[config.mk]
export PLATFORM = sky130hd
export DESIGN_NAME = axil_uart_bridge_flat
export DESIGN_NICKNAME = d
export VERILOG_FILES = /design/src/rtl/axil_uart_bridge_pkg.sv /design/src/rtl/axil_uart_bridge_if.sv /design/src/rtl/axil_uart_bridge_sync_fifo.sv /design/src/rtl/axil_uart_bridge.sv /design/src/flat_wrapper.sv
export SDC_FILE = /design/constraint.sdc
export NUM_CORES = 1
export LEC_CHECK = 0
export ABC_AREA = 1
export CAP_MARGIN = 25
export CORE_AREA = 2 2 177 127
export CTS_CLUSTER_DIAMETER = 100
export DETAILED_ROUTE_END_ITERATION = 16
export DIE_AREA = 0 0 179 129
export DONT_BUFFER_PORTS = 1
export RECOVER_POWER = 25
export SYNTH_ARGS = -nofsm -noshare
export SYNTH_HDL_FRONTEND = slang
export SYNTH_SLANG_ARGS = --single-unit
[constraint.sdc]
create_clock -name clk -period 2.35 [get_ports clk]
set_clock_uncertainty 0.1 [all_clocks]
set_input_delay 0.47 -clock clk [delete_from_list [all_inputs] [get_ports clk]]
set_output_delay 0.47 -clock clk [all_outputs]
set_load 0.02 [all_outputs]
[src/rtl/axil_uart_bridge_pkg.sv]
// Shared definitions for the AXI4-Lite to simpleuart bridge.
// Holds the bus widths, register offsets (addr[3:2]), STATUS bit positions,
// the control FSM state enum and a STATUS word builder.
package axil_uart_bridge_pkg;

    localparam int unsigned AXI_ADDR_W = 32;
    localparam int unsigned AXI_DATA_W = 32;
    localparam int unsigned AXI_STRB_W = AXI_DATA_W / 8;

    // Register offsets as seen on addr[3:2]
    localparam logic [1:0] REG_DIV    = 2'd0;
    localparam logic [1:0] REG_DATA   = 2'd1;
    localparam logic [1:0] REG_STATUS = 2'd2;
    localparam logic [1:0] REG_RSVD   = 2'd3;

    localparam logic [1:0] RESP_OKAY = 2'b00;

    localparam int unsigned STATUS_FULL_BIT  = 10;
    localparam int unsigned STATUS_EMPTY_BIT = 9;

    typedef enum logic [1:0] {
        ST_IDLE,
        ST_WSTALL,
        ST_BRESP,
        ST_RRESP
    } state_t;

    // STATUS = {21'b0, full, empty, 1'b0, count[7:0]}
    function automatic logic [31:0] status_word(input logic full, input logic empty,
                                                input logic [7:0] count);
        logic [31:0] word;
        word                   = 32'(count);
        word[STATUS_FULL_BIT]  = full;
        word[STATUS_EMPTY_BIT] = empty;
        return word;
    endfunction

endpackage

[src/rtl/axil_uart_bridge_if.sv]
// AXI4-Lite bus (aw/w/b/ar/r channels, 32-bit address/data, 4-bit strobe).
// master modport drives requests; slave modport drives ready/response.
interface axi_interf;
    import axil_uart_bridge_pkg::*;

    logic [AXI_ADDR_W-1:0] awaddr;
    logic                  awvalid;
    logic                  awready;
    logic [AXI_DATA_W-1:0] wdata;
    logic [AXI_STRB_W-1:0] wstrb;
    logic                  wvalid;
    logic                  wready;
    logic [1:0]            bresp;
    logic                  bvalid;
    logic                  bready;
    logic [AXI_ADDR_W-1:0] araddr;
    logic                  arvalid;
    logic                  arready;
    logic [AXI_DATA_W-1:0] rdata;
    logic [1:0]            rresp;
    logic                  rvalid;
    logic                  rready;

    modport master (
        output awaddr, awvalid, wdata, wstrb, wvalid, bready, araddr, arvalid, rready,
        input  awready, wready, bresp, bvalid, arready, rdata, rresp, rvalid
    );

    modport slave (
        input  awaddr, awvalid, wdata, wstrb, wvalid, bready, araddr, arvalid, rready,
        output awready, wready, bresp, bvalid, arready, rdata, rresp, rvalid
    );

endinterface

[src/rtl/axil_uart_bridge_sync_fifo.sv]
// Synchronous FIFO with first-word-fall-through head output.
// Ports: clk, reset (sync, active-high), push/din, pop, full, empty, count, head.
// Push at full and pop at empty are ignored; pointers wrap modulo DEPTH.
module sync_fifo #(
    parameter int unsigned WIDTH = 8,
    parameter int unsigned DEPTH = 16
) (
    input  logic                     clk,
    input  logic                     reset,
    input  logic                     push,
    input  logic [WIDTH-1:0]         din,
    input  logic                     pop,
    output logic                     full,
    output logic                     empty,
    output logic [$clog2(DEPTH):0]   count,
    output logic [WIDTH-1:0]         head
);

    localparam int unsigned PTR_W = $clog2(DEPTH);
    localparam int unsigned CNT_W = PTR_W + 1;

    logic [WIDTH-1:0] mem [DEPTH];
    logic [PTR_W-1:0] wr_ptr;
    logic [PTR_W-1:0] rd_ptr;
    logic             do_push;
    logic             do_pop;

    assign do_push = push && !full;
    assign do_pop  = pop && !empty;
    assign full    = (count == CNT_W'(DEPTH));
    assign empty   = (count == '0);
    assign head    = mem[rd_ptr];

    // Pointer/occupancy tracking; push+pop together leaves count unchanged
    always_ff @(posedge clk) begin
        if (reset) begin
            wr_ptr <= '0;
            rd_ptr <= '0;
            count  <= '0;
        end else begin
            if (do_push) wr_ptr <= wr_ptr + PTR_W'(1);
            if (do_pop)  rd_ptr <= rd_ptr + PTR_W'(1);
            if (do_push != do_pop) count <= do_push ? count + CNT_W'(1) : count - CNT_W'(1);
        end
    end

    // Storage is not reset; consumers qualify head with empty
    always_ff @(posedge clk) begin
        if (do_push) mem[wr_ptr] <= din;
    end

endmodule

[src/rtl/axil_uart_bridge.sv]
// AXI4-Lite slave front-end for the simpleuart register block.
// Ports: clk, reset (sync, active-high); uart_axi (AXI4-Lite slave);
// reg_div_we/di/do (divider register); reg_dat_we/re/di/do/wait (data register).
// DATA writes queue bytes in a TX FIFO that drains into reg_dat_di whenever
// simpleuart is not busy; reads of DATA pop the UART receive buffer.
module axil_uart_bridge
    import axil_uart_bridge_pkg::*;
#(
    parameter int unsigned FIFO_DEPTH = 16
) (
    input  logic        clk,
    input  logic        reset,
    axi_interf.slave    uart_axi,
    output logic [3:0]  reg_div_we,
    output logic [31:0] reg_div_di,
    input  logic [31:0] reg_div_do,
    output logic        reg_dat_we,
    output logic        reg_dat_re,
    output logic [31:0] reg_dat_di,
    input  logic [31:0] reg_dat_do,
    input  logic        reg_dat_wait
);

    localparam int unsigned CNT_W = $clog2(FIFO_DEPTH) + 1;

    state_t           state_q;
    state_t           state_d;
    logic [7:0]       stall_byte;
    logic             stall_load;
    logic [31:0]      rdata_q;
    logic [31:0]      rd_mux;
    logic             aw_ready;
    logic             ar_ready;
    logic             dat_re;
    logic [3:0]       div_we;
    logic [31:0]      div_di;
    logic             fifo_push;
    logic [7:0]       fifo_din;
    logic             fifo_pop;
    logic             fifo_full;
    logic             fifo_empty;
    logic [CNT_W-1:0] fifo_count;
    logic [7:0]       fifo_head;
    logic             unused_addr_bits;

    assign unused_addr_bits = ^{uart_axi.awaddr[31:4], uart_axi.awaddr[1:0],
                                uart_axi.araddr[31:4], uart_axi.araddr[1:0]};

    sync_fifo #(
        .WIDTH (8),
        .DEPTH (FIFO_DEPTH)
    ) u_tx_fifo (
        .clk   (clk),
        .reset (reset),
        .push  (fifo_push),
        .din   (fifo_din),
        .pop   (fifo_pop),
        .full  (fifo_full),
        .empty (fifo_empty),
        .count (fifo_count),
        .head  (fifo_head)
    );

    // Drain: present head while non-empty, consume when simpleuart is not busy
    assign reg_dat_we = !fifo_empty;
    assign reg_dat_di = fifo_empty ? 32'h0 : 32'(fifo_head);
    assign fifo_pop   = !fifo_empty && !reg_dat_wait;

    // State register
    always_ff @(posedge clk) begin
        if (reset) state_q <= ST_IDLE;
        else       state_q <= state_d;
    end

    // Next-state and handshake decode; a write with both aw and w present wins over a read
    always_comb begin
        state_d    = state_q;
        aw_ready   = 1'b0;
        ar_ready   = 1'b0;
        dat_re     = 1'b0;
        div_we     = '0;
        div_di     = '0;
        fifo_push  = 1'b0;
        fifo_din   = uart_axi.wdata[7:0];
        stall_load = 1'b0;
        case (state_q)
            ST_IDLE: begin
                if (uart_axi.awvalid && uart_axi.wvalid) begin
                    aw_ready = 1'b1;
                    state_d  = ST_BRESP;
                    case (uart_axi.awaddr[3:2])
                        REG_DIV: begin
                            div_we = uart_axi.wstrb;
                            div_di = uart_axi.wdata;
                        end
                        REG_DATA: begin
                            if (fifo_full) begin
                                stall_load = 1'b1;
                                state_d    = ST_WSTALL;
                            end else begin
                                fifo_push = 1'b1;
                            end
                        end
                        default: ;
                    endcase
                end else if (!uart_axi.awvalid && !uart_axi.wvalid && uart_axi.arvalid) begin
                    ar_ready = 1'b1;
                    dat_re   = (uart_axi.araddr[3:2] == REG_DATA);
                    state_d  = ST_RRESP;
                end
            end
            ST_WSTALL: begin
                fifo_din = stall_byte;
                if (!fifo_full) begin
                    fifo_push = 1'b1;
                    state_d   = ST_BRESP;
                end
            end
            ST_BRESP: if (uart_axi.bready) state_d = ST_IDLE;
            ST_RRESP: if (uart_axi.rready) state_d = ST_IDLE;
            default:  state_d = ST_IDLE;
        endcase
    end

    // Read data source by register offset
    always_comb begin
        rd_mux = 32'h0;
        case (uart_axi.araddr[3:2])
            REG_DIV:    rd_mux = reg_div_do;
            REG_DATA:   rd_mux = reg_dat_do;
            REG_STATUS: rd_mux = status_word(fifo_full, fifo_empty, 8'(fifo_count));
            REG_RSVD:   rd_mux = 32'h0;
            default:    rd_mux = 32'h0;
        endcase
    end

    // Stalled TX byte and captured read data
    always_ff @(posedge clk) begin
        if (reset) begin
            stall_byte <= '0;
            rdata_q    <= '0;
        end else begin
            if (stall_load) stall_byte <= uart_axi.wdata[7:0];
            if (ar_ready)   rdata_q    <= rd_mux;
        end
    end

    assign uart_axi.awready = aw_ready;
    assign uart_axi.wready  = aw_ready;
    assign uart_axi.bvalid  = (state_q == ST_BRESP);
    assign uart_axi.bresp   = RESP_OKAY;
    assign uart_axi.arready = ar_ready;
    assign uart_axi.rvalid  = (state_q == ST_RRESP);
    assign uart_axi.rresp   = RESP_OKAY;
    assign uart_axi.rdata   = rdata_q;

    assign reg_div_we = div_we;
    assign reg_div_di = div_di;
    assign reg_dat_re = dat_re;

endmodule

[src/flat_wrapper.sv]
// flat-port wrapper written by rule: the top's interface ports become plain ports
module axil_uart_bridge_flat import axil_uart_bridge_pkg::*;
#(
    parameter int unsigned FIFO_DEPTH = 16
)
  (clk, reset, reg_div_we, reg_div_di, reg_div_do, reg_dat_we, reg_dat_re, reg_dat_di, reg_dat_do, reg_dat_wait, uart_axi_awaddr, uart_axi_awvalid, uart_axi_wdata, uart_axi_wstrb, uart_axi_wvalid, uart_axi_bready, uart_axi_araddr, uart_axi_arvalid, uart_axi_rready, uart_axi_awready, uart_axi_wready, uart_axi_bresp, uart_axi_bvalid, uart_axi_arready, uart_axi_rdata, uart_axi_rresp, uart_axi_rvalid);
  axi_interf uart_axi_i ();
  input  logic clk;
  input  logic reset;
  output logic [3:0] reg_div_we;
  output logic [31:0] reg_div_di;
  input  logic [31:0] reg_div_do;
  output logic reg_dat_we;
  output logic reg_dat_re;
  output logic [31:0] reg_dat_di;
  input  logic [31:0] reg_dat_do;
  input  logic reg_dat_wait;
  input wire logic [$bits(uart_axi_i.awaddr)-1:0] uart_axi_awaddr;
  input wire logic [$bits(uart_axi_i.awvalid)-1:0] uart_axi_awvalid;
  input wire logic [$bits(uart_axi_i.wdata)-1:0] uart_axi_wdata;
  input wire logic [$bits(uart_axi_i.wstrb)-1:0] uart_axi_wstrb;
  input wire logic [$bits(uart_axi_i.wvalid)-1:0] uart_axi_wvalid;
  input wire logic [$bits(uart_axi_i.bready)-1:0] uart_axi_bready;
  input wire logic [$bits(uart_axi_i.araddr)-1:0] uart_axi_araddr;
  input wire logic [$bits(uart_axi_i.arvalid)-1:0] uart_axi_arvalid;
  input wire logic [$bits(uart_axi_i.rready)-1:0] uart_axi_rready;
  output wire logic [$bits(uart_axi_i.awready)-1:0] uart_axi_awready;
  output wire logic [$bits(uart_axi_i.wready)-1:0] uart_axi_wready;
  output wire logic [$bits(uart_axi_i.bresp)-1:0] uart_axi_bresp;
  output wire logic [$bits(uart_axi_i.bvalid)-1:0] uart_axi_bvalid;
  output wire logic [$bits(uart_axi_i.arready)-1:0] uart_axi_arready;
  output wire logic [$bits(uart_axi_i.rdata)-1:0] uart_axi_rdata;
  output wire logic [$bits(uart_axi_i.rresp)-1:0] uart_axi_rresp;
  output wire logic [$bits(uart_axi_i.rvalid)-1:0] uart_axi_rvalid;
  assign uart_axi_i.awaddr = uart_axi_awaddr;
  assign uart_axi_i.awvalid = uart_axi_awvalid;
  assign uart_axi_i.wdata = uart_axi_wdata;
  assign uart_axi_i.wstrb = uart_axi_wstrb;
  assign uart_axi_i.wvalid = uart_axi_wvalid;
  assign uart_axi_i.bready = uart_axi_bready;
  assign uart_axi_i.araddr = uart_axi_araddr;
  assign uart_axi_i.arvalid = uart_axi_arvalid;
  assign uart_axi_i.rready = uart_axi_rready;
  assign uart_axi_awready = uart_axi_i.awready;
  assign uart_axi_wready = uart_axi_i.wready;
  assign uart_axi_bresp = uart_axi_i.bresp;
  assign uart_axi_bvalid = uart_axi_i.bvalid;
  assign uart_axi_arready = uart_axi_i.arready;
  assign uart_axi_rdata = uart_axi_i.rdata;
  assign uart_axi_rresp = uart_axi_i.rresp;
  assign uart_axi_rvalid = uart_axi_i.rvalid;
  axil_uart_bridge #(.FIFO_DEPTH(FIFO_DEPTH)) u_core (.clk(clk), .reset(reset), .uart_axi(uart_axi_i), .reg_div_we(reg_div_we), .reg_div_di(reg_div_di), .reg_div_do(reg_div_do), .reg_dat_we(reg_dat_we), .reg_dat_re(reg_dat_re), .reg_dat_di(reg_dat_di), .reg_dat_do(reg_dat_do), .reg_dat_wait(reg_dat_wait));
endmodule
# After elaboration in Yosys (flattened, before gate mapping)
# Memories as Yosys holds them, arrays and structs flattened. A register that Yosys moved wholly into a read port is not among the register bits.
# Cells that the tools add are included.
# word_totals
word_cells	78
n_memories	1
reg_bits	55
output_inout_bits	111
ramBits	128
input_bits	172
# classes
n_reduce_logical	16
eq_ne	13
n_mux	38
add_sub_neg	4
# memory_table
memory	words	word_bits	read_ports	rd_clocked_by_memory_dff	write_ports	line	rtl
u_core.u_tx_fifo.mem	16	8	1	1	1	axil_uart_bridge_sync_fifo.sv:22	logic [WIDTH-1:0] mem [DEPTH];
# ops
op	count
32-bit one-hot mux with 4 select lines	1
32-bit 2-to-1 mux	3
4-bit 2-to-1 mux	5
1-bit 2-to-1 mux	17
8-bit 2-to-1 mux	2
2-bit 2-to-1 mux	7
4-bit by 1-bit adder with 4-bit output (second input constant)	2
2-bit == test (second input constant)	4
2-bit one-hot mux with 4 select lines	1
2-bit by 1-bit == test with 1-bit output (second input constant)	3
1-bit logical AND	6
2-bit zero test	3
2-bit inequality test (second input constant)	3
5-bit by 1-bit adder with 5-bit output (second input constant)	1
5-bit == test (second input constant)	1
1-bit zero test	5
5-bit zero test	1
5-bit 2-to-1 mux	1
5-bit by 1-bit subtractor with 5-bit output (second input constant)	1
4-bit AND reduction	1
3-bit by 1-bit inequality test with 1-bit output (second input constant)	1
1-bit one-hot mux with 2 select lines	1
1-bit inequality test	1

# Logic depth before layout (Yosys ltp)
# Gate-level depths: netlist of the first run.
# logic_depth
ltp_word	8
ltp_mapped	16
depth_no_buf	16

# By module
# A second synthesis of the first run with hierarchy kept.
# hier_totals
hier_cells	946
area_unflattened_um2	8722.1
# by_module_without_submodules
mod	area_per_inst_um2	cells_each	n_inst
sync_fifo	5921.9	476	1
axil_uart_bridge	2800.2	470	1

# Worst setup path after synthesis of the first run
# Ideal clock, no wire load.
# synth_path
kind	input -> register
start	input port uart_axi_awvalid
end	register u_core.u_tx_fifo.count[4]
t_required_ps	2135
setup_time_ps	115
path_stages	15
slack_ps	160
arrival_ps	1975
path_cell_list	nand2_1 -> inv_1 -> nand3_1 -> nand2_1 -> nand2_2 -> inv_2 -> fa_1 -> inv_1 -> a21oi_1 -> nor2_1 -> nor2_1 -> inv_1 -> nand2_1 -> a21oi_1 -> nor2_1
# synth_via
elab_chain_cells	5
word_cells_on_any_way	6
# synth_lines
item	line	rtl
start, declared	flat_wrapper.sv:19	input wire logic [$bits(uart_axi_i.awvalid)-1:0] uart_axi_awvalid;
1-bit logical AND *	axil_uart_bridge.sv:88	if (uart_axi.awvalid && uart_axi.wvalid) begin
1-bit 2-to-1 mux *	axil_uart_bridge.sv:88	
1-bit one-hot mux with 2 select lines *	axil_uart_bridge.sv:86	case (state_q)
1-bit logical AND *	axil_uart_bridge_sync_fifo.sv:28	assign do_push = push && !full;
via u_core.u_tx_fifo.do_push	axil_uart_bridge_sync_fifo.sv:25	logic do_push;
5-bit 2-to-1 mux or 1-bit inequality test (tied branches)	axil_uart_bridge_sync_fifo.sv:43	if (do_push != do_pop) count <= do_push ? count + CNT_W'(1) : count - CNT_W'(1);
end signal, assigned	axil_uart_bridge_sync_fifo.sv:43	
end, declared	axil_uart_bridge_sync_fifo.sv:15	output logic [$clog2(DEPTH):0] count,
# The timed path passes the listed nets; every way through them passes the cells marked *.
# A chain may end at the register's enable or synchronous reset.

==> impl_metrics.py, run 1 <==
metrics = {
    "drt": {
        "routed_wl_mm": 23.2,
        "drcViolationCount": 0,
        "ant_nets": 0,
        "drt_pre_antenna_iters": 5,
        "vias_per_cell": 5.15,
        "vias": 6709,
        "drt-initial-drc-count": 517,
        "wl_per_cell_um": 17.8,
    },
    "min_path": {
        "hold_path_class": "in2reg",
        "holdPathEnd": "u_core.uart_axi.rdata[5]",
        "hp-start": "reg_div_do[5]",
        "whs_path_depth": 2,
    },
    "cts": {
        "clock_latency_ns": 0.43,
        "numCtsBuffers": 17,
        "cts_buffer_depth": 2,
        "htreeDepth": 4,
        "cts_tree": "built",
        "path_clk_slew_ns": 0.07,
        "clock_sink_count": 187,
        "cts_root_buffer": "clkbuf_16",
    },
    "yosys": {
        "yosysMostFrequentCell": "nand2_1",
        "ys.flop_type": "edfxtp_1",
        "synth_area_leader_cell": "edfxtp_1",
        "synthesis.area_um2": 8470,
        "synthArstFlopShare_pct": 0,
        "yosysSeqAreaShare_pct": 59.3,
        "synth_edf_count": 128,
        "synth.top_cell.area_share_pct": 45.4,
        "ys_warn_count": 0,
        "synth.avg_cell_area_um2": 9.32,
        "yosys-top-cells-area": "edfxtp_1, dfxtp_1, nand2_1",
        "synthCells": 909,
        "synth_cell_types": 34,
        "synth_seq_cells": 187,
        "synth_common_cells": "nand2_1, edfxtp_1, nor2_1",
    },
    "grt": {
        "antenna_found_initial": 1,
        "grt_pass1_wl_mm": 33.6,
        "grtUsageTotal_pct": 19.5,
        "overflow": 0,
        "grt_max_degree": 32,
        "grt_pass1_vias": 6033,
    },
    "setup_path": {
        "crit_fanout": 8,
        "crit_buf_inv": 3,
        "timing.rr.start": "u_core.state_q[1]",
        "timing.rr.end": "u_core.u_tx_fifo.count[4]",
        "crit_path_end_kind": "output port",
        "worstPathArrival_ns": 2.04,
        "slowest_stage": "dfxtp_4",
        "critPathTopFamily": "buffers and inverters",
        "path_class": "reg2out",
        "crit_top_cell": "nand2_1",
        "crit_chain": "buf_12 > buf_8 > nand2_1 > nand3_1 > nand2_1 > a21oi_2 > o31ai_1 > a21oi_1 > buf_4",
        "required_ns": 1.78,
        "worstSetupStartpointType": "flop",
        "rrSetupSlack_ns": 0.05,
        "cp_slowest_stage_delay_ns": 0.46,
        "reg2reg_depth": 14,
    },
    "run": {
        "drv_cap": 0,
    },
    "floorplan": {
        "fp.dieH_um": 129,
        "core-area_um2": 21300,
        "pin_count": 283,
        "dieArea_um2": 23100,
        "rows": 45,
        "start_util_pct": 39.7,
        "die_w_um": 179,
    },
    "layout": {
        "fin_area_um2": 10800,
        "num-fill-cells": 1910,
        "seqCellArea_um2": 5030,
        "multi_input_comb_area_um2": 3380,
        "nets": 1190,
        "antenna_cells": 0,
        "synthToLayoutAreaGrowth_pct": 27.5,
        "drive_gt1_share_pct": 25.7,
        "final_cells": 1303,
    },
    "outcome": {
        "status": "complete, but fails checks",
        "violations": "negative setup slack",
    },
    "sta": {
        "fin_crit_sh_pct": 111,
        "fmax_mhz": 383,
        "slew_violations": 0,
        "setup_ws_ns": -0.263,
        "worstMarginPinSlew_ns": 0.817,
        "finalSetupViolCount": 8,
        "hold_viol": 0,
        "rsz0062_at_grt": "yes",
        "max_slew_margin_pct": 44.9,
        "period_minus_slack_ns": 2.61,
    },
    "pwr": {
        "total_power_uw": 10800,
        "irDropWorstVdd_v": 0.000609,
        "leakagePower_uw": 0.00405,
        "pwr_density_cell_nw_per_um2": 1000,
    },
    "placed_design": {
        "gp_congestion": 0.931,
        "post_dp_cell_area_um2": 9350,
        "post-dp-hpwl_mm": 15.0,
        "io_buffers": 0,
        "placedCellCount": 1247,
    },
}
-- cell usage in the layout, fill, tap and decap left out, types with 3 or more instances in the layout --
cell | netlist | layout
nor2_1 | 101 | 88
nor3b_2 | 0 | 5
inv_2 | 7 | 5
nand2_2 | 3 | 28
edfxtp_1 | 128 | 128
buf_16 | 0 | 4
buf_6 | 3 | 11
o31ai_1 | 16 | 8
inv_6 | 0 | 3
nor2_2 | 3 | 9
o21ai_0 | 48 | 46
inv_1 | 33 | 32
nand3_2 | 0 | 12
nor2_4 | 1 | 10
nand2_4 | 0 | 4
a21oi_4 | 0 | 5
buf_8 | 0 | 5
clkbuf_1 | 19 | 5
dfxtp_1 | 59 | 55
a21oi_1 | 55 | 38
a31oi_1 | 25 | 25
buf_4 | 30 | 80
nor2_8 | 3 | 3
ha_1 | 9 | 9
a21oi_2 | 0 | 12
clkbuf_16 | 0 | 22
nand3_1 | 43 | 30
o31ai_2 | 0 | 8
nand2_1 | 266 | 237
a41oi_1 | 5 | 5
nand4_1 | 9 | 9
conb_1 | 1 | 28
o21ai_1 | 5 | 7
buf_12 | 0 | 9
inv_8 | 0 | 9
-- worst max path at each step --
stage,endpoint,slack [ns],cells after the start
after global placement,reg_dat_di[5],0.09,8
after detailed placement,reg_dat_di[5],0.05,8
final,reg_dat_di[4],-0.26,9
after CTS,reg_dat_di[2],-0.22,10
after floorplan,u_core.u_tx_fifo.count[4],0.16,15
after global routing,reg_dat_di[6],-0.35,9
-- stage by stage --
stage	TNS [ns]	worst slack [ns]	hold slack (ns)	util (%)
finish	-1.72	-0.263	0.0903	50.6
global route	-3.41	-0.351	0.0698	50.6
CTS	-3.24	-0.221	0.0677	48.4
detailed placement	0	0.0480	0.351	43.8
global placement	0	0.0869	0.347	43.7
floorplan	0	0.160	0.335	-
-- cells by family (layout without fill, tap and decap cells) --
family                     Yosys count  in the layout  share of synthesized area, %
and+or+nand+nor                    436            438                          21.4
other                                1             28                        0.0443
DFF                                187            187                          59.3
adders and majority gates           10             10                          1.57
xor gates and xnor gates             3              3                         0.310
AOI/OAI and AO/OA                  156            156                          10.4
buffers and inverters              116            199                          7.00
-- routing by layer --
metal / GRT usage (%) / routed length [um]
met1: 27.9 / 10300
met2: 30.4 / 10600
met3: 4.64 / 2020
met4: 4.02 / 217
met5: 0 / 0
-- cell type report --
type                       count  area share [%]
sequential                   187            46.6
multi-input combinational    635            31.2
timing repair buffer         123            11.9
clock buffer                  17            3.94
tap                          282            3.27
inverter                      44            1.70
clock inverter                15            1.34
-- state kept, by name, summed over array words and instances (netlist names), named ones only --
register and flops:
u_core.u_tx_fifo.count 5, u_core.u_tx_fifo.rd_ptr 4, u_core.stall_byte 8, u_core.u_tx_fifo.mem 128
u_core.u_tx_fifo.wr_ptr 4, u_core.uart_axi.rdata 32, u_core.state_q 2
-- what timing repair did --
action	CTS	global route
pin swaps	5	37
endpoints found under the setup margin	26	46
buffers inserted	5	5
resized for setup	52	98
hold buffers	1	0
endpoints found under the hold margin	27	0
cloned	6	7
-- power by group --
group	switching, uW	total (uW)	internal [uW]
combinational	2400	3960	1550
sequential	195	4060	3860
clock	1380	2800	1420
total	3980	10800	6830
No activity file was read; power rests on OpenSTA's default activity.
==> run 2: changes to the inputs <==
--- a/config.mk
+++ b/config.mk
@@ -7,10 +7,10 @@
 export LEC_CHECK = 0
 export ABC_AREA = 1
 export CAP_MARGIN = 25
-export CORE_AREA = 2 2 177 127
+export CORE_AREA = 2 2 224 160
 export CTS_CLUSTER_DIAMETER = 100
 export DETAILED_ROUTE_END_ITERATION = 16
-export DIE_AREA = 0 0 179 129
+export DIE_AREA = 0 0 226 162
 export DONT_BUFFER_PORTS = 1
 export RECOVER_POWER = 25
 export SYNTH_ARGS = -nofsm -noshare
==> run 2 against run 1 <==
Against the previous run: the flow still finishes with violations (negative setup slack); combinational power is 8.6% higher; via count is 1.5% higher; hold slack worse by 0.011 ns; first-iteration DRC count is 17% higher; setup slack worse by 0.011 ns; cell count is 15% higher; critical path depth is 1 higher; die area is 59% higher; clock power is 3% higher; largest power group is now combinational logic; highest routed layer unchanged.
==> impl_metrics.py, run 2 (synthesis results as in run 1) <==
metrics = {
    "placed_design": {
        "gp_congestion": 0.838,
        "io_buffers": 0,
        "post-dp-hpwl_mm": 15.6,
        "post_dp_cell_area_um2": 9600,
    },
    "layout": {
        "final_common_cell": "nand2_1",
        "fin_area_um2": 11500,
        "fin_util_pct": 33.6,
        "nets": 1201,
        "synthToLayoutAreaGrowth_pct": 36.1,
        "antenna_cells": 0,
        "most-common-layout-cells": "nand2_1, edfxtp_1, nor2_1",
        "largest_register_ffs": 128,
        "regMostFlops": "u_core.u_tx_fifo.mem",
        "drive_gt1_share_pct": 30.1,
    },
    "floorplan": {
        "fp.dieH_um": 162,
        "start_util_pct": 24.7,
        "pin_count": 283,
        "core-area_um2": 34300,
        "die_w_um": 226,
        "dieArea_um2": 36600,
        "rows": 57,
    },
    "drt": {
        "routed_wl_mm": 24.9,
        "ant_nets": 0,
        "drcViolationCount": 0,
        "top_layer_used": "met4",
        "vias_per_cell": 4.53,
        "wl_per_cell_um": 16.6,
        "vias": 6809,
        "met3WireLength_mm": 1.62,
        "met1Wirelength_mm": 11.0,
        "drt-initial-drc-count": 604,
        "wl_met2_mm": 11.8,
        "drt_pre_antenna_iters": 5,
    },
    "min_path": {
        "hold_path_class": "in2reg",
    },
    "sta": {
        "fmax_mhz": 381,
        "finalSetupViolCount": 28,
        "setup_ws_ns": -0.274,
        "fin_crit_sh_pct": 112,
        "worstMarginPinSlew_ns": 0.923,
        "rsz0062_at_grt": "yes",
        "hold_viol": 0,
        "period_minus_slack_ns": 2.62,
        "max_slew_margin_pct": 38.5,
        "slew_violations": 0,
    },
    "grt": {
        "grt_pass1_wl_mm": 36.2,
        "grt_pass1_vias": 6433,
        "grt_max_degree": 49,
        "overflow": 0,
        "grtUsageTotal_pct": 13.3,
        "antenna_found_initial": 0,
    },
    "pwr": {
        "irDropWorstVdd_v": 0.000701,
        "pwr_density_cell_nw_per_um2": 976,
        "leakagePower_uw": 0.00429,
    },
    "cts": {
        "clock_latency_ns": 0.44,
        "cts_buffer_depth": 2,
        "path_clk_slew_ns": 0.07,
        "htreeDepth": 4,
        "numCtsBuffers": 17,
        "cts_tree": "built",
        "cts_root_buffer": "clkbuf_16",
        "clock_sink_count": 187,
    },
    "setup_path": {
        "cp_slowest_stage_delay_ns": 0.41,
        "crit_fanout": 5,
        "crit_path_end_kind": "output port",
        "required_ns": 1.78,
        "slowest_stage": "dfxtp_4",
        "worstSetupStartpointType": "flop",
        "worstPathArrival_ns": 2.05,
        "path_class": "reg2out",
        "crit_chain": "inv_8 > buf_12 > buf_16 > nand2_1 > nand3_1 > nand2_4 > a21oi_4 > o31ai_2 > a21oi_1 > buf_4",
    },
    "outcome": {
        "status": "complete, but fails checks",
        "violations": "negative setup slack",
    },
    "run": {
        "drv_cap": 0,
    },
}
-- run 2: path summary, 6_finish.rpt --
check	from	slack, ns	depth (start not counted)	endpoint
worst max-delay path	flop	-0.27	10	reg_dat_di[0]
worst min-delay path	reg_dat_do[13]	0.08	2	u_core.uart_axi.rdata[13]
worst max register to register	u_core.state_q[1]	-0.09	6	u_core.u_tx_fifo.mem[5][5]
worst min register to register	u_core.stall_byte[4]	0.36	2	u_core.stall_byte[4]
-- run 2: repair_timing --
action                     CTS  global route
setup endpoints to repair   39            45
pin swaps                   29            30
cloned                      11             4
setup buffers               12             2
hold buffers                 1             0
hold endpoints to repair    27             0
gates resized for setup     70           168
-- run 2: final cells by class --
type                       count  area (um2)
sequential                   187        5040
clock inverter                14         151
inverter                      44         188
tap                          472         591
multi-input combinational    633        3580
clock buffer                  17         425
timing repair buffer         136        1560
fill                        3379       22800
-- run 2: worst max-delay path, delay by kind of cell (launching register included) --
kind	cells	cell delay (ns)
buf+inv	4	0.52
compound gates	3	0.43
flops	1	0.41
simple gates	3	0.26
-- run 2: power by group --
part	switching [uW]	leakage, uW	internal [uW]
Combinational	2550	0.00237	1750
Clock	1390	0.000286	1500
Sequential	198	0.00164	3860
Total	4140	0.00429	7110
-- run 2: per-layer routing --
metal  up-vias  GRT usage [%]
met1      3294           17.0
met3        27           3.67
met4         0           3.94
li1       3264              -
met2       224           21.9
met5         -              0
-- run 2: per-stage QoR --
step           hold WS [ns]  power [uW]  std cells  setup TNS, ns  setup slack [ns]
3_3_place_gp          0.344        7260       1441              0            0.0109
6_report             0.0795       11300       1503          -3.67            -0.274
5_1_grt              0.0600       11800       1503          -9.72            -0.379
3_5_place_dp          0.349        7320       1441        -0.0258           -0.0258
2_1_floorplan         0.335        6090        936              0             0.160
4_1_cts              0.0493       11000       1496          -3.37            -0.301
==> run 3: changes to the inputs <==
--- a/config.mk
+++ b/config.mk
@@ -7,11 +7,12 @@
 export LEC_CHECK = 0
 export ABC_AREA = 1
 export CAP_MARGIN = 25
-export CORE_AREA = 2 2 224 160
+export CORE_AREA = 2 2 152 109
 export CTS_CLUSTER_DIAMETER = 100
 export DETAILED_ROUTE_END_ITERATION = 16
-export DIE_AREA = 0 0 226 162
+export DIE_AREA = 0 0 154 111
 export DONT_BUFFER_PORTS = 1
+export PLACE_DENSITY = 0.7
 export RECOVER_POWER = 25
 export SYNTH_ARGS = -nofsm -noshare
 export SYNTH_HDL_FRONTEND = slang
==> constraint.sdc (replaced) <==
create_clock -name clk -period 3.1 [get_ports clk]
set_clock_uncertainty 0.1 [all_clocks]
set_input_delay 0.62 -clock clk [delete_from_list [all_inputs] [get_ports clk]]
set_output_delay 0.62 -clock clk [all_outputs]
set_load 0.02 [all_outputs]
==> run 3 against run 2 <==
Against the previous run: flip-flop and latch count stayed put; critical path type unchanged; the run now ends clean; wire length is 21% lower; power is 32% lower; clock power is 17% lower; clock-buffer cell count is 2 higher; global-route usage is 9.9 points higher; critical path depth is 1 lower; non-clock buffer count is 89 lower; combinational power is 49% lower; setup slack better by 0.46 ns; register-to-register slack better by 0.53 ns.
==> impl_metrics.py, run 3 (synthesis results as in run 1) <==
metrics = {
    "min_path": {
        "hp-start": "reset",
        "hold_path_class": "in2reg",
    },
    "cts": {
        "cts_root_buffer": "clkbuf_16",
        "cts_setup_buffers": 0,
        "path_clk_slew_ns": 0.07,
        "clock_latency_ns": 0.43,
        "cts_buffer_depth": 2,
        "htreeDepth": 4,
        "clock_sink_count": 187,
        "ctsHoldBuffers": 0,
        "cts_tree": "built",
        "numCtsBuffers": 17,
    },
    "outcome": {
        "status": "finished, final reports clean",
    },
    "setup_path": {
        "rrSetupSlack_ns": 0.44,
        "required_ns": 2.38,
        "slowest_stage": "dfxtp_2",
        "crit_path_end_kind": "output port",
        "worstPathArrival_ns": 2.19,
        "cp_slowest_stage_delay_ns": 0.35,
        "path_class": "reg2out",
        "timing.rr.start": "u_core.state_q[1]",
        "crit_chain": "clkinv_2 > buf_12 > nand2_1 > nand3_1 > nand2_1 > a21oi_1 > o31ai_1 > a21oi_1 > buf_4",
        "timing.rr.end": "u_core.u_tx_fifo.count[4]",
        "worstSetupStartpointType": "flop",
        "cp-endpoint": "reg_dat_di[5]",
        "crit_fanout": 41,
        "reg2reg_depth": 14,
    },
    "layout": {
        "fin_util_pct": 59.5,
        "nets": 1112,
        "synthToLayoutAreaGrowth_pct": 11.4,
        "most-common-layout-cells": "nand2_1, edfxtp_1, nor2_1",
        "final_common_cell": "nand2_1",
        "antenna_cells": 0,
        "regMostFlops": "u_core.u_tx_fifo.mem",
        "largest_register_ffs": 128,
        "drive_gt1_share_pct": 9.33,
    },
    "drt": {
        "drcViolationCount": 0,
        "vias_per_cell": 5.44,
        "wl_met2_mm": 9.22,
        "wl_per_cell_um": 17.1,
        "routed_wl_mm": 19.7,
        "vias": 6249,
        "drt-initial-drc-count": 675,
        "met3WireLength_mm": 1.29,
        "top_layer_used": "met4",
        "drt_pre_antenna_iters": 5,
        "met1Wirelength_mm": 8.79,
        "ant_nets": 0,
    },
    "grt": {
        "overflow": 0,
        "grtUsageTotal_pct": 23.2,
        "grt_pass1_vias": 5792,
        "grt_max_degree": 51,
        "antenna_found_initial": 0,
        "grt_pass1_wl_mm": 30.5,
    },
    "sta": {
        "finalSetupTns_ns": 0,
        "worstMarginPinSlew_ns": 1.09,
        "max_slew_margin_pct": 26.7,
        "hold_viol": 0,
        "finalSetupViolCount": 0,
        "slew_violations": 0,
        "fin_crit_sh_pct": 94.0,
        "rsz0062_at_grt": "no",
        "period_minus_slack_ns": 2.91,
        "fmax_mhz": 343,
    },
    "floorplan": {
        "dieArea_um2": 17100,
        "start_util_pct": 53.4,
        "fp.dieH_um": 111,
        "die_w_um": 154,
        "rows": 39,
        "pin_count": 283,
        "core-area_um2": 15900,
    },
    "pwr": {
        "irDropWorstVdd_v": 0.000378,
        "leakagePower_uw": 0.00349,
        "pwr_density_cell_nw_per_um2": 815,
    },
    "placed_design": {
        "post-dp-hpwl_mm": 13.5,
        "gp_congestion": 0.885,
        "io_buffers": 0,
    },
    "run": {
        "drv_cap": 0,
    },
}
-- run 3: cell types whose count changed in the layout (fill, tap and decap cells not counted), moves of 18 or more --
| cell | previous run | this run |
|---|---|---|
| a21oi_2 | 20 | 0 |
| nand2_2 | 33 | 2 |
| buf_4 | 71 | 38 |
| buf_6 | 22 | 0 |
| nand2_1 | 214 | 267 |
| nor2_1 | 77 | 101 |
| nor2_4 | 20 | 2 |
| a21oi_1 | 32 | 55 |
| nand2_4 | 22 | 0 |
-- run 3: layout make-up --
class                   count  area (um2)
clock buffers              19         433
clock inverters            13         224
fillers                  1324        6430
inverters                  44         169
multi-input cells         633        2960
flip-flops and latches    187        5030
well taps                 205         256
repair buffers             47         368
-- run 3: power by group --
group	internal [uW]	switching (uW)
Combinational	658	1550
Clock	1510	900
Sequential	2920	146
Total	5090	2590
-- run 3: timing repair --
action                                  in CTS  in global routing
gates resized for setup                      0                  1
endpoints found under the setup margin       0                  5
hold endpoints to repair                     0                  0
-- run 3: worst min-delay path by stage --
stage / end / slack (ns) / cells past startpoint
detailed placement: u_core.stall_byte[6] / 0.36 / 2
global route: u_core.uart_axi.rdata[24] / 0.13 / 1
floorplan: u_core.stall_byte[3] / 0.33 / 2
global placement: u_core.stall_byte[4] / 0.35 / 2
CTS: u_core.uart_axi.rdata[14] / 0.13 / 1
finish: u_core.uart_axi.rdata[24] / 0.16 / 1
-- run 3: routing by layer --
metal / global-route usage [%] / vias to the layer above
met4: 7.60 / 0
li1: - / 3063
met3: 4.81 / 29
met2: 37.3 / 255
met1: 31.6 / 2902
met5: 0 / -
-- run 3: worst max-delay path: cells and delay by family, from the launching register on --
kind / cells / cell delay (ns)
AO/OA/AOI/OAI: 3 / 0.50
AND/OR/NAND/NOR: 3 / 0.27
flip-flops: 1 / 0.35
buffers and inverters: 3 / 0.63
-- run 3: through the flow --
| step | hold WS [ns] | instances | total power [uW] | area (um2) | setup WS (ns) |
|---|---|---|---|---|---|
| floorplan | 0.335 | 936 | 4610 | 8570 | 0.751 |
| global placement | 0.351 | 1115 | 5280 | 8790 | 0.516 |
| detailed placement | 0.356 | 1115 | 5320 | 8790 | 0.492 |
| CTS | 0.131 | 1147 | 7740 | 9450 | 0.117 |
| global route | 0.133 | 1148 | 8080 | 9430 | 0.0163 |
| finish | 0.156 | 1148 | 7680 | 9430 | 0.186 |
